`src/rtl/park_occupancy_ctrl.sv`:
```
// Car park occupancy controller: owns the 8-space bitmap, sequences entries through
// the external allocation stage, times the entry gate and retires exits.
module park_occupancy_ctrl #(
  parameter int GATE_CYCLES = 4,
  parameter int CNT_W       = 4
) (
  input  logic       clk,
  input  logic       rst_n,
  input  logic       entry_req,
  input  logic       exit_req,
  input  logic [2:0] exit_space,
  input  logic [2:0] park_number,
  output logic       entry_strobe,
  output logic [7:0] parking_capacity,
  output logic [2:0] assigned_space,
  output logic       gate_open,
  output logic       entry_reject,
  output logic       alloc_error,
  output logic       exit_error,
  output logic [3:0] free_count,
  output logic       full
);

  // state | meaning
  // IDLE  | waiting for a car at the entry, retiring exits
  // ALLOC | entry_strobe high, allocation stage returns park_number
  // GATE  | space granted, gate held open for GATE_CYCLES cycles
  typedef enum logic [1:0] {IDLE, ALLOC, GATE} state_t;

  state_t             state;
  logic [CNT_W-1:0]   timer;
  logic [7:0]         bitmap_nxt;
  logic               alloc_hit;
  logic               alloc_ok;
  logic               exit_hit;
  logic               exit_ok;
  logic [3:0]         used;

  assign alloc_hit = parking_capacity[park_number];
  assign alloc_ok  = (state == ALLOC) && !alloc_hit;
  assign exit_hit  = parking_capacity[exit_space];
  assign exit_ok   = exit_req && exit_hit;

  // Both checks use the pre-edge bitmap, so a shared index is never both set and cleared.
  always_comb begin
    bitmap_nxt = parking_capacity;
    if (alloc_ok) bitmap_nxt[park_number] = 1'b1;
    if (exit_ok)  bitmap_nxt[exit_space]  = 1'b0;
  end

  always_comb begin
    used = 4'd0;
    for (int i = 0; i < 8; i++) used = used + {3'd0, parking_capacity[i]};
  end

  assign free_count = 4'd8 - used;
  assign full       = (parking_capacity == 8'hFF);

  always_ff @(posedge clk or negedge rst_n) begin
    if (!rst_n) begin
      state            <= IDLE;
      timer            <= '0;
      parking_capacity <= 8'h00;
      assigned_space   <= 3'd0;
      entry_strobe     <= 1'b0;
      gate_open        <= 1'b0;
      entry_reject     <= 1'b0;
      alloc_error      <= 1'b0;
      exit_error       <= 1'b0;
    end else begin
      parking_capacity <= bitmap_nxt;
      entry_reject     <= 1'b0;
      alloc_error      <= 1'b0;
      exit_error       <= exit_req && !exit_hit;
      case (state)
        IDLE: begin
          entry_strobe <= 1'b0;
          gate_open    <= 1'b0;
          // The cycle carrying a reject pulse is skipped so rejects repeat every 2 cycles.
          if (entry_req && !entry_reject) begin
            if (full) begin
              entry_reject <= 1'b1;
            end else begin
              state        <= ALLOC;
              entry_strobe <= 1'b1;
            end
          end
        end
        ALLOC: begin
          entry_strobe <= 1'b0;
          if (!alloc_hit) begin
            assigned_space <= park_number;
            timer          <= CNT_W'(GATE_CYCLES);
            gate_open      <= 1'b1;
            state          <= GATE;
          end else begin
            alloc_error <= 1'b1;
            state       <= IDLE;
          end
        end
        GATE: begin
          if (timer <= CNT_W'(1)) begin
            timer     <= '0;
            gate_open <= 1'b0;
            state     <= IDLE;
          end else begin
            timer <= timer - CNT_W'(1);
          end
        end
        default: begin
          state        <= IDLE;
          entry_strobe <= 1'b0;
          gate_open    <= 1'b0;
        end
      endcase
    end
  end

endmodule

```
`config.mk`:
```
export PLATFORM = sky130hd
export DESIGN_NAME = park_occupancy_ctrl
export DESIGN_NICKNAME = d
export VERILOG_FILES = /design/src/rtl/park_occupancy_ctrl.sv
export SDC_FILE = /design/constraint.sdc
export NUM_CORES = 1
export LEC_CHECK = 0
export BUFFER_PORTS_ARGS = -buffer_cell sky130_fd_sc_hd__buf_2
export CORE_AREA = 3 3 76 64
export CTS_BUF_LIST = sky130_fd_sc_hd__clkbuf_16
export DETAILED_ROUTE_END_ITERATION = 10
export DIE_AREA = 0 0 79 67
export GPL_ROUTABILITY_DRIVEN = 0
export PLACE_DENSITY = 0.61
export SLEW_MARGIN = 20
export SYNTH_ARGS = -nofsm -noshare
export SYNTH_HDL_FRONTEND = slang
export SYNTH_SLANG_ARGS = --single-unit
```
`constraint.sdc`:
```
create_clock -name clk -period 2.6 [get_ports clk]
set_input_delay 0.26 -clock clk [delete_from_list [all_inputs] [get_ports clk]]
set_output_delay 0.26 -clock clk [all_outputs]
set_load 0.005 [all_outputs]
```
## After elaboration in Yosys (flattened, before gate mapping)

Index checks and enable logic that the tools add are counted.

| cells by class | value |
|---|---|
| $lt $le $gt $ge | 5 |
| $add $sub $neg | 9 |
| muxes and demuxes | 29 |
| bitwise gates (word level) | 4 |
| equality and inequality tests | 7 |
| reductions and logical operators | 15 |

Operator list:

| cell | number |
|---|---|
| $add A4 B1 Y4 | 4 |
| $mux W8 | 2 |
| $mux W1 | 13 |
| $and A8 B8 Y8 | 1 |
| $eq A8 B8 Y1 const B | 1 |
| $lt A3 B4 Y1 const B | 2 |
| $mux W2 | 4 |
| $mux W4 | 2 |
| $ne A2 B2 Y1 const B | 4 |
| $not A8 Y8 | 1 |
| $or A8 B8 Y8 | 1 |
| $pmux W4 S2 | 1 |
| $bmux W1 S3 | 2 |
| $demux W1 S3 | 2 |
| $ge A3 B1 Y1 const B | 2 |
| $logic_and A1 B1 Y1 | 6 |
| $pmux W2 S3 | 1 |
| $reduce_and A2 Y1 | 3 |
| $add A3 B1 Y4 | 1 |
| $le A4 B1 Y1 const B | 1 |
| $pmux W1 S2 | 2 |
| $sub A4 B1 Y4 const B | 1 |
| $sub A4 B4 Y4 const A | 1 |
| $add A2 B1 Y3 | 1 |
| other kinds (8) | 10 |

| word-level totals | value |
|---|---|
| logic and storage cells | 78 |
| output and inout port bits | 21 |
| flip-flop bits (word level) | 22 |
| bits of input ports | 10 |

## Depth between registers and ports, before layout

Gate-level depths: netlist of run 1.

| logic depth | value |
|---|---|
| depth after elaboration | 8 |
| depth in mapped cells | 8 |
| gate-level depth less buffers | 8 |

## Worst setup path before layout of run 1

Ideal clock, no wire load.

| timing | value |
|---|---|
| path kind | flip-flop to output port |
| start point | register parking_capacity[1] |
| end point | output free_count[2] |
| buffers on the path | 0 |
| data required time | 2340 ps |
| arrival time | 2412 ps |
| path slack | -72 ps |
| cell stages (with the launch flop) | 9 |
| cell sequence | dfrtp_1 inv_1 fa_1 ha_1 inv_1 fa_1 inv_1 fa_1 ha_1 |

| between the ends | value |
|---|---|
| longest elaborated chain between the ends | 8 |

RTL lines:

| item | RTL line | text |
|---|---|---|
| start, declared | 14 | `output logic [7:0] parking_capacity,` |
| start signal, assigned | 71 | `parking_capacity <= bitmap_nxt;` |
| $add A1 B1 Y2 | 53 | `for (int i = 0; i < 8; i++) used = used + {3'd0, parking_capacity[i]};` |
| $add A2 B1 Y3 | 53 |  |
| $add A3 B1 Y4 | 53 |  |
| $add A4 B1 Y4 (4 in a row) | 53 |  |
| $sub A4 B4 Y4 | 56 | `assign free_count = 4'd8 - used;` |
| end, declared | 20 | `output logic [3:0] free_count,` |

Every way passes these cells.

## Final worst setup path of run 1

| timing | value |
|---|---|
| start point | register parking_capacity[4] |
| end point | output free_count[2] |

| between the ends | value |
|---|---|
| longest elaborated chain between the ends | 5 |

RTL lines:

| item | RTL line |
|---|---|
| $add A4 B1 Y4 (4 in a row) | 53 |
| $sub A4 B4 Y4 | 56 |

Every way passes these cells.

==> results of run 1 <==
worst reg2reg max path, delay by kind of cell (launching register included):
family / cells / cell delay, ps
multiplexers: 1 / 280
buffers and inverters: 1 / 170
AND/OR/NAND/NOR: 2 / 330
flip-flops: 1 / 400
AO/OA/AOI/OAI: 2 / 760
metrics by stage:
stage	util	instances	setup slack (ps)
detailed placement	0.414	235	-54.9
floorplan	-	141	16.0
CTS	0.442	240	-327
finish	0.442	240	-301
global placement	0.414	235	0.167
global route	0.442	240	-409
layout by cell type, fill, tap and decap left out, drive strengths merged, types with 2 or more instances in the layout:
| cell | count |
|---|---|
| inv | 20 |
| and2 | 4 |
| nor2 | 12 |
| mux2 | 7 |
| a41oi | 2 |
| nor3 | 3 |
| nand2 | 5 |
| nand2b | 2 |
| buf | 38 |
| nand4 | 2 |
| a31oi | 5 |
| o21ai | 4 |
| ha | 10 |
| nor2b | 4 |
| mux2i | 3 |
| fa | 4 |
| clkbuf | 3 |
| a22oi | 2 |
| a21oi | 8 |
| o311ai | 3 |
| dfrtp | 22 |
state kept, by name, indices dropped and copies added, names as in the netlist:
| name | count |
|---|---|
| alloc_error | 1 |
| assigned_space | 3 |
| entry_reject | 1 |
| entry_strobe | 1 |
| exit_error | 1 |
| gate_open | 1 |
| parking_capacity | 8 |
| state | 2 |
| timer | 4 |
routing by layer:
layer / track usage / vias up / wire length (microns)
met5: 0 / - / 0
met4: 0.0601 / 0 / 61
met3: 0.0243 / 6 / 169
met2: 0.226 / 36 / 1690
met1: 0.197 / 596 / 1630
li1: - / 594 / -
power by group through the flow:
stage / sequential [W] / clock, W / combinational (W)
5_1_grt: 0.000628 / 0.000452 / 0.00192
3_3_place_gp: 0.000607 / 0 / 0.00160
6_report: 0.000604 / 0.000431 / 0.00165
4_1_cts: 0.000605 / 0.000440 / 0.00170
3_5_place_dp: 0.000611 / 0 / 0.00168
2_1_floorplan: 0.000635 / 0 / 0.000996
final cells by class:
type	count	area share
multi-input combinational	98	0.442
sequential	22	0.300
timing repair buffer	39	0.120
clock buffer	3	0.0410
inverter	20	0.0410
tap	57	0.0389
clock inverter	1	0.0164
worst min-delay path by stage:
stage | cells after the start | end | start
4_1_cts | 3 | exit_error | exit_req
2_1_floorplan | 0 | alloc_error | rst_n
3_5_place_dp | 1 | parking_capacity[1] | rst_n
6_report | 3 | exit_error | exit_req
3_3_place_gp | 1 | parking_capacity[1] | rst_n
5_1_grt | 2 | entry_reject | entry_req
timing repair:
| item | in CTS | in global routing |
|---|---|---|
| endpoints found under the setup margin | 3 | 3 |
| pin swaps | 0 | 0 |
| hold endpoints to repair | 22 | 0 |
| hold buffers | 1 | 0 |
logic make-up (layout without fill, tap and decap cells):
group | Yosys count | in the layout | share of synthesized area
and+or+nand+nor | 40 | 40 | 0.157
AOI/OAI and AO/OA | 34 | 34 | 0.178
DFF | 22 | 22 | 0.386
buffers and inverters | 21 | 63 | 0.0553
adders and majority gates | 14 | 14 | 0.144
muxes | 10 | 10 | 0.0790
==> flow_metrics.py, run 1 <==
metrics = {
    "logic_synthesis": {
        "yosysSeqAreaShare": 0.386,
        "mappedNetlistArea_sq_um": 1430,
        "ys_types": 45,
        "yosysWarnings": 0,
        "synth_common_cells": "dfrtp_1 (22), inv_1 (20), nor2_1 (12), ha_1 (10), a21oi_1 (8)",
        "synth_area_leader_cell": "dfrtp_1",
        "synth_ff_type": "dfrtp_1",
        "synth_edf_count": 0,
        "yosysTopAreaCellShare": 0.386,
        "synth-seq-cells": 22,
        "synth_area_leaders": "dfrtp_1 (39%), ha_1 (8.8%), fa_1 (5.6%)",
        "async_flop_share": 1.00,
        "synthCells": 141,
        "syn_avg_cell_area_sq_um": 10.1,
        "synth_most_common_cell": "dfrtp_1",
        "synth_nets": 165,
    },
    "pwr": {
        "p_sw_w": 0.00108,
        "intPower_w": 0.00160,
        "switching_share": 0.403,
        "clockPowerShare": 0.160,
        "seqPwrFrac": 0.225,
        "ir_drop_mv": 0.646,
        "p_total_w": 0.00269,
        "powerDensity_nw_per_um2": 1470,
        "p_comb_frac": 0.615,
        "p_leak_nw": 0.902,
    },
    "worst_setup_path": {
        "r2r_start": "parking_capacity[4]",
        "critical_path.slowest_cell": "fa_1",
        "cp.depth": 9,
        "critPathKind": "flip-flop to output port",
        "r2r_cells": 6,
        "critPathMaxStageDelay_ps": 490,
        "r2r-end": "timer[3]",
        "path_buf_inv": 4,
        "cp_top_family": "adder cells",
        "regToRegSetupSlack_ps": 560,
        "end_kind": "output port",
        "cp.required_ps": 2340,
        "worstPathCellList": "fa_1 -> inv_1 -> ha_1 -> inv_1 -> fa_1 -> inv_1 -> fa_2 -> ha_4 -> buf_2",
        "setup.worst_path.start": "parking_capacity[4]",
        "cp-endpoint": "free_count[2]",
        "worst-path-max-fanout": 2,
        "worstSetupStartpointType": "flip-flop",
        "arrival_ps": 2640,
        "path_common_cell": "inv_1",
    },
    "timing": {
        "final_hold_viol_count": 0,
        "period_share": 1.12,
        "hold_slack_ps": 300,
        "fin_crit_ps": 2900,
        "clock_skew_ps": 4.57,
        "tightest_slew_ps": 488,
        "layout_setup_ws_ps": -301,
        "rsz0062_at_grt": "yes",
        "relSlewSlack": 0.675,
        "tns_ps": -718,
        "setup_violations": 3,
        "final_max_slew_viol_count": 0,
        "fmaxAchievable_mhz": 345,
    },
    "min_path": {
        "hold_class": "primary input to flip-flop",
    },
    "clocking": {
        "htreeDepth": 1,
        "cts_resized": 0,
        "root_buffer": "clkbuf_16",
        "cts.clk_slew.worst_paths_ps": 60,
        "cts_tree": "built",
        "cts_made_buffers": 3,
        "cts_setup_buffers": 0,
        "insertion_delay_ps": 260,
        "clockBufferDepth": 2,
        "cts.sinks": 22,
    },
    "detailed_routing": {
        "post_drt_wl_per_cell_microns": 14.8,
        "dr.pass1.iters": 4,
        "drc": 0,
        "wirelength_mm": 3.55,
        "dr.first_iter.drc_count": 88,
        "drt-vias-per-instance": 5.13,
        "vias": 1232,
        "ant_nets": 0,
    },
    "global_routing": {
        "grt_usage": 0.144,
        "gr-total-overflow": 0,
        "grt_max_degree": 23,
        "grt_pass1_wl_mm": 5.84,
        "antenna_found_initial": 0,
        "grt_pass1_vias": 1199,
    },
    "placed_design": {
        "placed_area_sq_um": 1720,
        "hpwl_mm": 2.68,
        "io_buffer_count": 30,
    },
    "cells_and_area": {
        "antenna_cells": 0,
        "layout-drive-gt1-share": 0.301,
        "final_cell_area_sq_um": 1830,
        "nFillCells": 416,
        "multi_input_area_sq_um": 811,
        "final-seq-area_sq_um": 551,
        "area_delta_synth_final_pct": 28.6,
        "finalNetCount": 208,
    },
    "floorplanning": {
        "die_h_microns": 67,
        "rows": 21,
        "core_sq_um": 4150,
        "die_x_microns": 79,
        "start_util": 0.343,
        "dieArea_sq_um": 5290,
        "io_pins": 31,
    },
    "status": {
        "violations": "negative setup slack",
        "run_status": "finished with violations",
    },
    "run": {
        "maxCapViolCount": 0,
    },
}
(Power assumes the default switching activity.)
==> run 2: changes to the inputs <==
CORE_AREA = 2 2 75 63   (was 3 3 76 64)
DIE_AREA = 0 0 77 65   (was 0 0 79 67)
REMOVE_ABC_BUFFERS = 1   (was not set)
==> run 2 against run 1 <==
The run still ends with negative setup slack left. Die area decreased by 5.4%. Sequential cell count unchanged. Power decreased by 5.4%. Cell count increased by 1.3%. Critical path type unchanged. Largest cell class unchanged. Largest power group unchanged.
==> flow_metrics.py, run 2 (synthesized netlist as in run 1, its figures left out) <==
metrics = {
    "worst_setup_path": {
        "worst-path-max-fanout": 2,
        "end_kind": "output port",
        "r2r_cells": 6,
        "critPathKind": "flip-flop to output port",
        "arrival_ps": 2610,
        "cp.required_ps": 2340,
        "worstSetupStartpointType": "flip-flop",
    },
    "timing": {
        "fmaxAchievable_mhz": 348,
        "clock_skew_ps": 1.97,
        "rsz0062_at_grt": "yes",
        "final_hold_viol_count": 0,
        "layout_setup_ws_ps": -271,
        "tns_ps": -624,
        "fin_crit_ps": 2870,
        "setup_violations": 3,
        "relSlewSlack": 0.672,
        "tightest_slew_ps": 492,
        "period_share": 1.10,
        "final_max_slew_viol_count": 0,
    },
    "detailed_routing": {
        "post_drt_wl_per_cell_microns": 13.5,
        "dr.pass1.iters": 5,
        "drt-vias-per-instance": 5.00,
        "ant_nets": 0,
        "drc": 0,
        "vias": 1215,
        "dr.first_iter.drc_count": 56,
        "wirelength_mm": 3.27,
    },
    "placed_design": {
        "dp.cells": 238,
        "place_ws_ps": -160,
        "io_buffer_count": 30,
        "placed_area_sq_um": 1710,
        "hpwl_mm": 2.54,
    },
    "pwr": {
        "p_leak_nw": 0.892,
        "ir_drop_mv": 0.750,
        "powerDensity_nw_per_um2": 1400,
        "p_total_w": 0.00254,
    },
    "clocking": {
        "insertion_delay_ps": 250,
        "htreeDepth": 1,
        "cts_made_buffers": 3,
        "cts_tree": "built",
        "cts.clk_slew.worst_paths_ps": 50,
        "clockBufferDepth": 2,
        "root_buffer": "clkbuf_16",
        "cts.sinks": 22,
    },
    "global_routing": {
        "grt_max_degree": 23,
        "grt_pass1_vias": 1203,
        "gr-total-overflow": 0,
        "grt_pass1_wl_mm": 5.61,
        "antenna_found_initial": 0,
        "grt_usage": 0.144,
    },
    "status": {
        "violations": "negative setup slack",
        "run_status": "finished with violations",
    },
    "floorplanning": {
        "start_util": 0.328,
        "core_sq_um": 4350,
        "die_x_microns": 77,
        "dieArea_sq_um": 5010,
        "die_h_microns": 65,
        "rows": 22,
        "io_pins": 31,
    },
    "cells_and_area": {
        "final_cell_mix": "buf_2 (30), dfrtp_1 (22), inv_1 (19)",
        "area_delta_synth_final_pct": 27.3,
        "final_common_cell": "buf_2",
        "layout-drive-gt1-share": 0.306,
        "fin_cells": 243,
        "top_register": "parking_capacity",
        "biggestRegsByFlops": "parking_capacity x8, timer x4, assigned_space x3",
        "nFillCells": 448,
        "final_cell_area_sq_um": 1810,
        "finalNetCount": 209,
        "largest_register_ffs": 8,
        "antenna_cells": 0,
    },
    "min_path": {
        "min_path_cells": 3,
        "hold_class": "primary input to flip-flop",
    },
    "run": {
        "maxCapViolCount": 0,
    },
}
[run 2: cell types whose count changed in the layout (fill, tap and decap cells not counted), sizes merged]
cell and change:
buf +1, bufinv -1
[run 2: worst paths after layout]
| kind | startpoint | endpoint | slack, ps |
|---|---|---|---|
| hold / removal | exit_req | exit_error | 290 |
| min in group asynchronous | rst_n | parking_capacity[3] | 510 |
| hold reg to reg | assigned_space[0] | assigned_space[0] | 480 |
| setup reg to reg | parking_capacity[4] | timer[3] | 590 |
| max in group asynchronous | rst_n | exit_error | 1750 |
| setup / recovery | parking_capacity[6] | free_count[2] | -270 |
[run 2: through the flow]
step                       util  hold WS (ps)
after floorplan               -         -35.6
after global placement    0.392           256
after detailed placement  0.392           254
after CTS                 0.417           296
after global routing      0.417           315
final                     0.417           288
[run 2: where the power goes]
group	switching, W	internal [W]	leakage [nW]
sequential	0.000111	0.000493	0.274
clock	0.000112	0.000203	0.0370
combinational	0.000822	0.000800	0.580
[run 2: worst max-delay path, stage by stage (launching register included)]
cell     delay (ps)
dfrtp_1         400
fa_1            480
inv_1            70
ha_1            140
inv_1            50
fa_1            490
inv_2            40
fa_2            340
ha_4            260
buf_2           100
[run 2: cell type report]
| class | count | area, sq um | area share |
|---|---|---|---|
| clock buffers | 3 | 75.1 | 0.0414 |
| inverters | 20 | 75.1 | 0.0414 |
| multi-input cells | 98 | 811 | 0.447 |
| flip-flops and latches | 22 | 551 | 0.303 |
| well taps | 60 | 75.1 | 0.0414 |
| repair buffers | 40 | 228 | 0.126 |
[run 2: routing by layer]
metal | vias to the layer above | share of wire | global-route usage
met2 | 38 | 0.44 | 0.220
met1 | 575 | 0.49 | 0.201
met5 | - | 0 | 0
li1 | 596 | - | -
met4 | 0 | 0.024 | 0.0737
met3 | 6 | 0.046 | 0.0181
[run 2: repair_timing]
item	4_1_cts	5_1_grt
endpoints found under the hold margin	22	0
endpoints found under the setup margin	3	3
hold buffers	1	0
pin swaps	3	0
buffers inserted	1	0
resized for setup	3	0
==> run 3: changes to the inputs <==
PLACE_DENSITY = not set   (was 0.61)
PLACE_DENSITY_LB_ADDON = 0.05   (was not set)
==> run 3 against run 2 <==
The run still ends with negative setup slack left. Largest cell class unchanged. Global-route usage rose by 0.81 points. Critical endpoint unchanged. Die area did not move. Combinational power barely moved.
==> flow_metrics.py, run 3 (synthesized netlist as in run 1, its figures left out) <==
metrics = {
    "status": {
        "run_status": "finished with violations",
        "violations": "negative setup slack",
    },
    "cells_and_area": {
        "nFillCells": 479,
        "multi_input_area_sq_um": 811,
        "largest_register_ffs": 8,
        "finalNetCount": 207,
        "area_delta_synth_final_pct": 26.5,
        "biggestRegsByFlops": "parking_capacity x8, timer x4, assigned_space x3",
        "antenna_cells": 0,
        "finish.utilization": 0.415,
        "final-seq-area_sq_um": 551,
        "fin_cells": 242,
        "layout-drive-gt1-share": 0.291,
        "top_register": "parking_capacity",
        "final_cell_mix": "buf_2 (30), dfrtp_1 (22), inv_1 (20)",
        "final_common_cell": "buf_2",
    },
    "timing": {
        "final_max_slew_viol_count": 0,
        "fmaxAchievable_mhz": 345,
        "fin_crit_ps": 2900,
        "tightest_slew_ps": 510,
        "layout_setup_ws_ps": -300,
        "relSlewSlack": 0.660,
        "period_share": 1.12,
        "final_hold_viol_count": 0,
        "tns_ps": -717,
        "rsz0062_at_grt": "yes",
        "hold_slack_ps": 289,
        "clock_skew_ps": 4.19,
        "setup_violations": 3,
    },
    "worst_setup_path": {
        "r2r-end": "parking_capacity[5]",
        "worst-path-max-fanout": 2,
        "worstPathCellList": "inv_1 -> fa_1 -> ha_1 -> inv_1 -> fa_1 -> inv_1 -> fa_2 -> ha_4 -> buf_2",
        "path_common_cell": "inv_1",
        "critPathMaxStageDelay_ps": 540,
        "cp.required_ps": 2340,
        "cp-endpoint": "free_count[2]",
        "arrival_ps": 2640,
        "path_buf_inv": 4,
        "cp.depth": 9,
        "setup.worst_path.start": "parking_capacity[1]",
        "r2r_start": "parking_capacity[4]",
        "end_kind": "output port",
        "r2r_cells": 6,
        "cp_top_family": "adder cells",
        "worstSetupStartpointType": "flip-flop",
        "critPathKind": "flip-flop to output port",
        "regToRegSetupSlack_ps": 580,
        "critical_path.slowest_cell": "fa_1",
    },
    "clocking": {
        "cts.sinks": 22,
        "cts_made_buffers": 3,
        "htreeDepth": 1,
        "root_buffer": "clkbuf_16",
        "cts.clk_slew.worst_paths_ps": 60,
        "clockBufferDepth": 2,
        "cts_tree": "built",
        "insertion_delay_ps": 250,
    },
    "floorplanning": {
        "rows": 22,
        "core_sq_um": 4350,
        "start_util": 0.328,
        "io_pins": 31,
        "dieArea_sq_um": 5010,
        "die_x_microns": 77,
        "die_h_microns": 65,
    },
    "global_routing": {
        "grt_pass1_wl_mm": 5.88,
        "gr-total-overflow": 0,
        "grt_max_degree": 23,
        "antenna_found_initial": 0,
        "grt_pass1_vias": 1181,
        "grt_usage": 0.152,
    },
    "placed_design": {
        "hpwl_mm": 2.72,
        "io_buffer_count": 30,
        "place_ws_ps": -159,
        "dp.cells": 237,
    },
    "detailed_routing": {
        "post_drt_wl_per_cell_microns": 14.3,
        "vias": 1190,
        "drc": 0,
        "dr.pass1.iters": 4,
        "ant_nets": 0,
        "drt-vias-per-instance": 4.92,
        "wirelength_mm": 3.46,
        "dr.first_iter.drc_count": 37,
    },
    "pwr": {
        "ir_drop_mv": 0.538,
        "powerDensity_nw_per_um2": 1400,
        "p_leak_nw": 0.884,
    },
    "min_path": {
        "hold_class": "primary input to flip-flop",
    },
    "run": {
        "maxCapViolCount": 0,
    },
}
==> run 3: cell types whose count changed in the layout (fill, tap and decap cells not counted), sizes merged <==
cell,delta
clkinv,+1
buf,-2
==> run 3: worst min-delay path: stages <==
cell	delay (ps)
buf_2	70
inv_1	60
nor2_1	110
==> run 3: repair_timing <==
action	CTS	global route
hold endpoints to repair	22	0
hold buffers	1	0
pin swaps	0	2
resized for setup	1	1
buffers inserted	0	0
setup endpoints to repair	3	3
==> run 3: stage by stage <==
stage | total power, W | area [sq um]
finish | 0.00253 | 1800
global route | 0.00290 | 1800
CTS | 0.00255 | 1790
detailed placement | 0.00219 | 1700
global placement | 0.00213 | 1700
floorplan | 0.00154 | 1420
==> run 3: final cells by class <==
type                       instances  share of cell area
clock buffer                       3              0.0416
clock inverter                     1             0.00208
inverter                          20              0.0416
multi-input combinational         98               0.450
sequential                        22               0.305
tap                               60              0.0416
timing repair buffer              38               0.118
==> run 3: worst min path at each step <==
stage	startpoint	end	slack, ps	depth (start not counted)
2_1_floorplan	rst_n	alloc_error	-40	0
3_3_place_gp	rst_n	parking_capacity[4]	260	1
3_5_place_dp	rst_n	parking_capacity[4]	270	1
4_1_cts	exit_req	exit_error	300	3
5_1_grt	entry_req	entry_reject	310	2
6_report	exit_req	exit_error	290	3
==> run 3: power breakdown <==
group          internal [W]  switching [W]  leakage, nW
clock network      0.000205       0.000120       0.0385
registers          0.000493       0.000119        0.274
logic              0.000782       0.000809        0.572
total               0.00148        0.00105        0.884
==> run 3: routing by layer <==
layer / share of wire / wire [microns] / global-route usage
met5: 0 / 0 / 0
met4: 0.0093 / 32 / 0.0402
met3: 0.054 / 187 / 0.0348
met1: 0.53 / 1820 / 0.232
met2: 0.41 / 1420 / 0.215
